==> config.mk <==
export PLATFORM = sky130hd
export DESIGN_NAME = up_cu_ext_flat
export DESIGN_NICKNAME = d
export VERILOG_FILES = /design/src/rtl/up_cu_pkg.sv /design/src/rtl/up_cu_ext_if.sv /design/src/rtl/up_cu_waitctr.sv /design/src/rtl/up_cu_ext.sv /design/src/flat_wrapper.sv
export SDC_FILE = /design/constraint.sdc
export NUM_CORES = 1
export LEC_CHECK = 0
export ABC_AREA = 1
export BUFFER_PORTS_ARGS = -buffer_cell sky130_fd_sc_hd__buf_4
export CAP_MARGIN = 20
export CORE_ASPECT_RATIO = 0.8
export CORE_MARGIN = 5
export CORE_UTILIZATION = 49
export CTS_CLUSTER_SIZE = 14
export DETAILED_ROUTE_END_ITERATION = 10
export PLACE_DENSITY = 0.88
export SLEW_MARGIN = 40
export SYNTH_ARGS = -nofsm -noshare
export SYNTH_HDL_FRONTEND = slang
export SYNTH_SLANG_ARGS = --single-unit
==> constraint.sdc <==
create_clock -name CLOCK -period 1.75 [get_ports CLOCK]
set_input_delay 0.175 -clock CLOCK [delete_from_list [all_inputs] [get_ports CLOCK]]
set_output_delay 0.175 -clock CLOCK [all_outputs]
set_load 0.1 [all_outputs]
==> src/rtl/up_cu_pkg.sv <==
// Shared encodings for the up_cu_ext control unit: FSM states, opcodes,
// A-source and ALU function codes, plus the small decode helpers.
package up_cu_pkg;

  typedef enum logic [3:0] {
    S_START   = 4'd0,
    S_FETCH   = 4'd1,
    S_DECODE  = 4'd2,
    S_LOAD    = 4'd3,
    S_STORE   = 4'd4,
    S_ALU     = 4'd5,
    S_IN_WAIT = 4'd6,
    S_IN_REL  = 4'd7,
    S_JUMP    = 4'd8,
    S_OUTP    = 4'd9,
    S_HALT    = 4'd10,
    S_CALL    = 4'd11,
    S_RET     = 4'd12
  } state_t;

  localparam logic [3:0] OP_LOAD  = 4'd0;
  localparam logic [3:0] OP_STORE = 4'd1;
  localparam logic [3:0] OP_ADD   = 4'd2;
  localparam logic [3:0] OP_SUB   = 4'd3;
  localparam logic [3:0] OP_IN    = 4'd4;
  localparam logic [3:0] OP_JZ    = 4'd5;
  localparam logic [3:0] OP_JPOS  = 4'd6;
  localparam logic [3:0] OP_HALT  = 4'd7;
  localparam logic [3:0] OP_JMP   = 4'd8;
  localparam logic [3:0] OP_JNZ   = 4'd9;
  localparam logic [3:0] OP_OUT   = 4'd10;
  localparam logic [3:0] OP_AND   = 4'd11;
  localparam logic [3:0] OP_OR    = 4'd12;
  localparam logic [3:0] OP_NOP   = 4'd13;
  localparam logic [3:0] OP_CALL  = 4'd14;
  localparam logic [3:0] OP_RET   = 4'd15;

  typedef enum logic [1:0] {
    ASEL_ALU = 2'b00,
    ASEL_IN  = 2'b01,
    ASEL_MEM = 2'b10
  } asel_t;

  typedef enum logic [1:0] {
    ALU_ADD = 2'b00,
    ALU_SUB = 2'b01,
    ALU_AND = 2'b10,
    ALU_OR  = 2'b11
  } alu_t;

  function automatic alu_t alu_of(logic [3:0] op);
    case (op)
      OP_SUB:  return ALU_SUB;
      OP_AND:  return ALU_AND;
      OP_OR:   return ALU_OR;
      default: return ALU_ADD;
    endcase
  endfunction

  // Non-jump opcodes routed through JUMP (NOP and friends) fall to "not taken".
  function automatic logic jump_taken(logic [3:0] op, logic aeq0, logic apos);
    case (op)
      OP_JZ:   return aeq0;
      OP_JPOS: return apos;
      OP_JMP:  return 1'b1;
      OP_JNZ:  return !aeq0;
      default: return 1'b0;
    endcase
  endfunction

endpackage

==> src/rtl/up_cu_ext_if.sv <==
// Datapath <-> control-unit signal bundle. The datapath side is the master
// (drives IR, flags and Enter); the control unit is the slave.
interface up_cu_ext_if #(
  parameter int OPW = 4
);
  logic [OPW-1:0] IR;
  logic           Aeq0;
  logic           Apos;
  logic           Enter;
  logic           IRload;
  logic           PCload;
  logic           JMPmux;
  logic           Meminst;
  logic           MemWr;
  logic           Aload;
  logic           Halt;
  logic           Out;
  logic [1:0]     Asel;
  logic [1:0]     ALUop;
  logic           Sub;
  logic           PushPC;
  logic           PopPC;
  logic [3:0]     outState;

  modport master (
    output IR, Aeq0, Apos, Enter,
    input  IRload, PCload, JMPmux, Meminst, MemWr, Aload, Halt, Out,
           Asel, ALUop, Sub, PushPC, PopPC, outState
  );

  modport slave (
    input  IR, Aeq0, Apos, Enter,
    output IRload, PCload, JMPmux, Meminst, MemWr, Aload, Halt, Out,
           Asel, ALUop, Sub, PushPC, PopPC, outState
  );
endinterface

==> src/rtl/up_cu_waitctr.sv <==
// Memory wait counter: counts cycles spent in a memory state; done flags the
// final cycle (count == MEM_WAIT). Synchronous active-high reset.
module up_cu_waitctr #(
  parameter int MEM_WAIT = 0
) (
  input  logic clk,
  input  logic rst,
  input  logic clear,
  input  logic enable,
  output logic done
);
  logic [2:0] cnt;

  // NOTE: sequential state uses non-blocking assignments so every flop
  // samples pre-edge values regardless of process evaluation order.
  always_ff @(posedge clk) begin
    if (rst || clear) cnt <= 3'd0;
    else if (enable)  cnt <= cnt + 3'd1;
  end

  assign done = (cnt == 3'(MEM_WAIT));
endmodule

==> src/rtl/up_cu_ext.sv <==
// up_cu_ext: multi-cycle control unit FSM with memory wait states.
// Define UP_CU_EXT_CALL_EN to enable CALL (opcode 14) and RET (opcode 15).
module up_cu_ext
  import up_cu_pkg::*;
#(
  parameter int OPW      = 4,
  parameter int MEM_WAIT = 0
) (
  input logic        CLOCK,
  input logic        RESET,
  up_cu_ext_if.slave bus
);
  state_t state, state_nx;
  logic [3:0] op;
  logic       in_mem, wait_done, wait_clear;
  logic       irload, pcload, jmpmux, meminst, memwr, aload, halt, outp;
  logic       push_pc, pop_pc;
  asel_t      asel;
  alu_t       aluop;

  // With OPW=3 the upper opcode bit is zero, so opcodes 8..15 never decode.
  assign op = 4'(bus.IR[OPW-1:0]);

  assign in_mem     = (state == S_FETCH) || (state == S_LOAD) || (state == S_STORE);
  assign wait_clear = !in_mem || wait_done;

  up_cu_waitctr #(.MEM_WAIT(MEM_WAIT)) u_waitctr (
    .clk    (CLOCK),
    .rst    (RESET),
    .clear  (wait_clear),
    .enable (in_mem),
    .done   (wait_done)
  );

  always_ff @(posedge CLOCK) begin
    if (RESET) state <= S_START;
    else       state <= state_nx;
  end

  // NOTE: every output of this block gets a default first, so no path
  // through the case can leave one unassigned and infer a latch.
  always_comb begin
    state_nx = state;
    irload   = 1'b0;
    pcload   = 1'b0;
    jmpmux   = 1'b0;
    meminst  = 1'b0;
    memwr    = 1'b0;
    aload    = 1'b0;
    halt     = 1'b0;
    outp     = 1'b0;
    push_pc  = 1'b0;
    pop_pc   = 1'b0;
    asel     = ASEL_ALU;
    aluop    = ALU_ADD;
    case (state)
      S_START: state_nx = S_FETCH;
      S_FETCH: if (wait_done) begin
        irload   = 1'b1;
        pcload   = 1'b1;
        state_nx = S_DECODE;
      end
      S_DECODE: begin
        meminst = 1'b1;
        case (op)
          OP_LOAD:                        state_nx = S_LOAD;
          OP_STORE:                       state_nx = S_STORE;
          OP_ADD, OP_SUB, OP_AND, OP_OR:  state_nx = S_ALU;
          OP_IN:                          state_nx = S_IN_WAIT;
          OP_HALT:                        state_nx = S_HALT;
          OP_OUT:                         state_nx = S_OUTP;
`ifdef UP_CU_EXT_CALL_EN
          OP_CALL:                        state_nx = S_CALL;
          OP_RET:                         state_nx = S_RET;
`endif
          default:                        state_nx = S_JUMP;
        endcase
      end
      S_LOAD: begin
        meminst = 1'b1;
        asel    = ASEL_MEM;
        if (wait_done) begin
          aload    = 1'b1;
          state_nx = S_FETCH;
        end
      end
      S_STORE: begin
        meminst = 1'b1;
        memwr   = 1'b1;
        if (wait_done) state_nx = S_FETCH;
      end
      S_ALU: begin
        aload    = 1'b1;
        aluop    = alu_of(op);
        state_nx = S_FETCH;
      end
      S_IN_WAIT: if (bus.Enter) begin
        asel     = ASEL_IN;
        aload    = 1'b1;
        state_nx = S_IN_REL;
      end
      S_IN_REL: if (!bus.Enter) state_nx = S_FETCH;
      S_JUMP: begin
        if (jump_taken(op, bus.Aeq0, bus.Apos)) begin
          jmpmux = 1'b1;
          pcload = 1'b1;
        end
        state_nx = S_FETCH;
      end
      S_OUTP: begin
        outp     = 1'b1;
        state_nx = S_FETCH;
      end
      S_HALT: halt = 1'b1;
`ifdef UP_CU_EXT_CALL_EN
      S_CALL: begin
        push_pc  = 1'b1;
        jmpmux   = 1'b1;
        pcload   = 1'b1;
        state_nx = S_FETCH;
      end
      S_RET: begin
        pop_pc   = 1'b1;
        pcload   = 1'b1;
        state_nx = S_FETCH;
      end
`endif
      default: state_nx = S_START;
    endcase
  end

  assign bus.IRload   = irload;
  assign bus.PCload   = pcload;
  assign bus.JMPmux   = jmpmux;
  assign bus.Meminst  = meminst;
  assign bus.MemWr    = memwr;
  assign bus.Aload    = aload;
  assign bus.Halt     = halt;
  assign bus.Out      = outp;
  assign bus.Asel     = asel;
  assign bus.ALUop    = aluop;
  assign bus.Sub      = aload && (aluop == ALU_SUB);
  assign bus.PushPC   = push_pc;
  assign bus.PopPC    = pop_pc;
  assign bus.outState = state;
endmodule

==> src/flat_wrapper.sv <==
// flat-port wrapper written by rule: the top's interface ports become plain ports
module up_cu_ext_flat import up_cu_pkg::*;
#(
  parameter int OPW      = 4,
  parameter int MEM_WAIT = 0
)
  (CLOCK, RESET, bus_IR, bus_Aeq0, bus_Apos, bus_Enter, bus_IRload, bus_PCload, bus_JMPmux, bus_Meminst, bus_MemWr, bus_Aload, bus_Halt, bus_Out, bus_Asel, bus_ALUop, bus_Sub, bus_PushPC, bus_PopPC, bus_outState);
  up_cu_ext_if #(.OPW(OPW)) bus_i ();
  input logic CLOCK;
  input logic RESET;
  input wire logic [$bits(bus_i.IR)-1:0] bus_IR;
  input wire logic [$bits(bus_i.Aeq0)-1:0] bus_Aeq0;
  input wire logic [$bits(bus_i.Apos)-1:0] bus_Apos;
  input wire logic [$bits(bus_i.Enter)-1:0] bus_Enter;
  output wire logic [$bits(bus_i.IRload)-1:0] bus_IRload;
  output wire logic [$bits(bus_i.PCload)-1:0] bus_PCload;
  output wire logic [$bits(bus_i.JMPmux)-1:0] bus_JMPmux;
  output wire logic [$bits(bus_i.Meminst)-1:0] bus_Meminst;
  output wire logic [$bits(bus_i.MemWr)-1:0] bus_MemWr;
  output wire logic [$bits(bus_i.Aload)-1:0] bus_Aload;
  output wire logic [$bits(bus_i.Halt)-1:0] bus_Halt;
  output wire logic [$bits(bus_i.Out)-1:0] bus_Out;
  output wire logic [$bits(bus_i.Asel)-1:0] bus_Asel;
  output wire logic [$bits(bus_i.ALUop)-1:0] bus_ALUop;
  output wire logic [$bits(bus_i.Sub)-1:0] bus_Sub;
  output wire logic [$bits(bus_i.PushPC)-1:0] bus_PushPC;
  output wire logic [$bits(bus_i.PopPC)-1:0] bus_PopPC;
  output wire logic [$bits(bus_i.outState)-1:0] bus_outState;
  assign bus_i.IR = bus_IR;
  assign bus_i.Aeq0 = bus_Aeq0;
  assign bus_i.Apos = bus_Apos;
  assign bus_i.Enter = bus_Enter;
  assign bus_IRload = bus_i.IRload;
  assign bus_PCload = bus_i.PCload;
  assign bus_JMPmux = bus_i.JMPmux;
  assign bus_Meminst = bus_i.Meminst;
  assign bus_MemWr = bus_i.MemWr;
  assign bus_Aload = bus_i.Aload;
  assign bus_Halt = bus_i.Halt;
  assign bus_Out = bus_i.Out;
  assign bus_Asel = bus_i.Asel;
  assign bus_ALUop = bus_i.ALUop;
  assign bus_Sub = bus_i.Sub;
  assign bus_PushPC = bus_i.PushPC;
  assign bus_PopPC = bus_i.PopPC;
  assign bus_outState = bus_i.outState;
  up_cu_ext #(.OPW(OPW), .MEM_WAIT(MEM_WAIT)) u_core (.CLOCK(CLOCK), .RESET(RESET), .bus(bus_i));
endmodule
==> flow_metrics.env <==
export IMPL_status="finished, final reports clean"
export IMPL_antenna_found_initial=0
export IMPL_n_fill_cell=134
export IMPL_clkLatencyLatePin_ps=240
export IMPL_drt_wl_total_um=2140
export IMPL_dp_hpwl_um=1800
export IMPL_netSwitchingFraction=0.544
export IMPL_synthArstFlopShare=0
export IMPL_crit_fanout=5
export IMPL_nets=185
export IMPL_r2r_end="u_core.bus.outState[0]"
export IMPL_wire_per_inst_um=11.3
export IMPL_place_area_um2=1090
export IMPL_synth_area_top_cells="nand2_1 18%, dfxtp_1 17%, ha_1 11%"
export IMPL_power_frac_comb=0.602
export IMPL_grt_pass1_vias=867
export IMPL_hold_path_depth=2
export IMPL_areaGrowthSynthToFinish_pct=47.1
export IMPL_seq_power_share=0.232
export IMPL_synth_area_leader_cell="nand2_1"
export IMPL_cts_buffers=3
export IMPL_synthCells=136
export IMPL_max_freq_ghz=0.600
export IMPL_critPathRequiredTime_ps=1570
export IMPL_overflow=0
export IMPL_stdcell_count=190
export IMPL_grt_max_degree=9
export IMPL_core_area_um2=1590
export IMPL_setup_viol=0
export IMPL_routed_via_count=938
export IMPL_ys_flop_type="dfxtp_1"
export IMPL_hold_end="u_core.bus.outState[3]"
export IMPL_worstSetupEndpointType="primary output"
export IMPL_syn_cell_area_um2=805
export IMPL_dp_cells=183
export IMPL_worstHoldStart="RESET"
export IMPL_antenna_left=0
export IMPL_fin_total_pwr_uw=837
export IMPL_power_frac_clock=0.166
export IMPL_r2r_cells=10
export IMPL_hp_class="in -> reg"
export IMPL_p_leak_nw=0.615
export IMPL_rsz0062_at_grt="yes"
export IMPL_yosysUniqueCellTypes=24
export IMPL_final_setup_skew_ps=3.89
export IMPL_htree_levels=1
export IMPL_synth_top_area_frac=0.177
export IMPL_ys_ff_latch=7
export IMPL_ys_seq_area_frac=0.174
export IMPL_gp_congestion=0.911
export IMPL_avgSynthCellArea_um2=5.92
export IMPL_clk_pin_slew_ps=50
export IMPL_p_int_uw=381
export IMPL_crit_type="reg -> out"
export IMPL_cap_violations=0
export IMPL_cts_tree="yes"
export IMPL_place_port_buffers=25
export IMPL_crit_arrival_ps=1490
export IMPL_start_kind="flop"
export IMPL_worstReg2RegStart="u_core.u_waitctr.cnt[0]"
export IMPL_grt_total_usage=0.187
export IMPL_r2r_slack_ps=330
export IMPL_drive_gt1_frac=0.405
export IMPL_postLayoutSetupSlackWorst_ps=82.1
export IMPL_pin_count=28
export IMPL_final_common_cell="nand2_1"
export IMPL_grt_pass1_wl_um=3780
export IMPL_first_pass_iters=4
export IMPL_final_util=0.743
export IMPL_dieArea_um2=2560
export IMPL_power_switching_uw=456
export IMPL_die_h_um=46.2
export IMPL_fin_crit_sh=0.953
export IMPL_synth_enable_flop_cells=0
export IMPL_slew_viol_final=0
export IMPL_yosysWarnings=0
export IMPL_final_cell_mix="37 x nand2_1, 24 x buf_4, 15 x inv_1"
export IMPL_fin_area_um2=1180
export IMPL_fin_setup_tns_ps=0
export IMPL_remaining_drc_errors=0
export IMPL_min_period_ps=1670
export IMPL_die_w_um=55.3
export IMPL_rows=13
export IMPL_ir_drop_uv=435
export IMPL_root_buffer="clkbuf_4"
export IMPL_power_density_nw_per_um2=707
export IMPL_place_ws_ps=90.3
export IMPL_whs_ps=119
export IMPL_cts_sinks=7
export IMPL_via_per_inst=4.94
export IMPL_initial_core_util=0.505
export IMPL_diodes=0
export IMPL_cts_buffer_depth=2
export IMPL_hold_violations=0
export IMPL_drt_iter0_drc=14
==> power groups by stage <==
stage	registers (mW)	logic, mW	clock network (mW)
after global placement	0.195	0.476	0
after global routing	0.197	0.532	0.158
after detailed placement	0.196	0.483	0
after CTS	0.194	0.486	0.148
after floorplan	0.261	0.322	0
final	0.194	0.504	0.139
==> cells in the mapped netlist (2+ instances only) <==
cell type   n
nand2_1    38
inv_1      19
nor2_1     15
nand3_1    11
a21oi_1     8
dfxtp_1     7
ha_1        7
nand2_2     5
inv_2       4
o21ai_0     4
nor2_2      3
buf_4       2
nand3_2     2
==> layout make-up <==
cell class | instances | area [um^2] | area share
sequential | 7 | 155 | 0.131
timing repair buffer | 29 | 249 | 0.210
tap | 22 | 27.5 | 0.0233
clock buffer | 4 | 26.3 | 0.0222
inverter | 24 | 100 | 0.0846
multi-input combinational | 104 | 626 | 0.529
==> worst max-delay path: stages (launching register included) <==
cell     delay (ps)
dfxtp_4         370
inv_4            70
nor2_4           40
buf_4           140
nand2_2          80
nand2_1          70
or2_2           290
buf_6           190
==> logic make-up (layout without fill, tap and decap cells) <==
| logic type | after synthesis | in the layout | share of synthesized area |
|---|---|---|---|
| AND/OR/NAND/NOR | 79 | 79 | 0.470 |
| flip-flops | 7 | 7 | 0.174 |
| other | 1 | 2 | 0.00466 |
| buffers and inverters | 26 | 57 | 0.131 |
| AO/OA/AOI/OAI | 16 | 16 | 0.112 |
| adder cells (fa/ha/maj) | 7 | 7 | 0.109 |
==> timing repair <==
item / CTS / global route
buffers inserted: 1 / 2
setup endpoints to repair: 2 / 5
resized for setup: 4 / 9
hold buffers: 0 / 0
pin swaps: 1 / 2
==> sequential cells by signal, summed over array words and instances, names as in the netlist <==
| name | flops |
|---|---|
| u_core.bus.outState | 4 |
| u_core.u_waitctr.cnt | 3 |
==> per-layer routing <==
layer  vias up  GRT usage  part of all wire  wire length, um
li1        490          -                 -                -
met3         4     0.0252             0.077              164
met1       405      0.225              0.43              920
met2        39      0.330              0.48             1030
met5         -          0                 0                0
met4         0      0.107             0.012               25
==> worst max-delay path by stage <==
stage,from,endpoint
after detailed placement,bus_IR[1],bus_PCload
after global placement,bus_IR[1],bus_JMPmux
after CTS,u_core.bus.outState[2],bus_Meminst
final,u_core.bus.outState[2],bus_Meminst
after global routing,u_core.bus.outState[2],bus_Sub
after floorplan,u_core.bus.outState[2],bus_Sub
No activity file was read; power rests on OpenSTA's default activity.
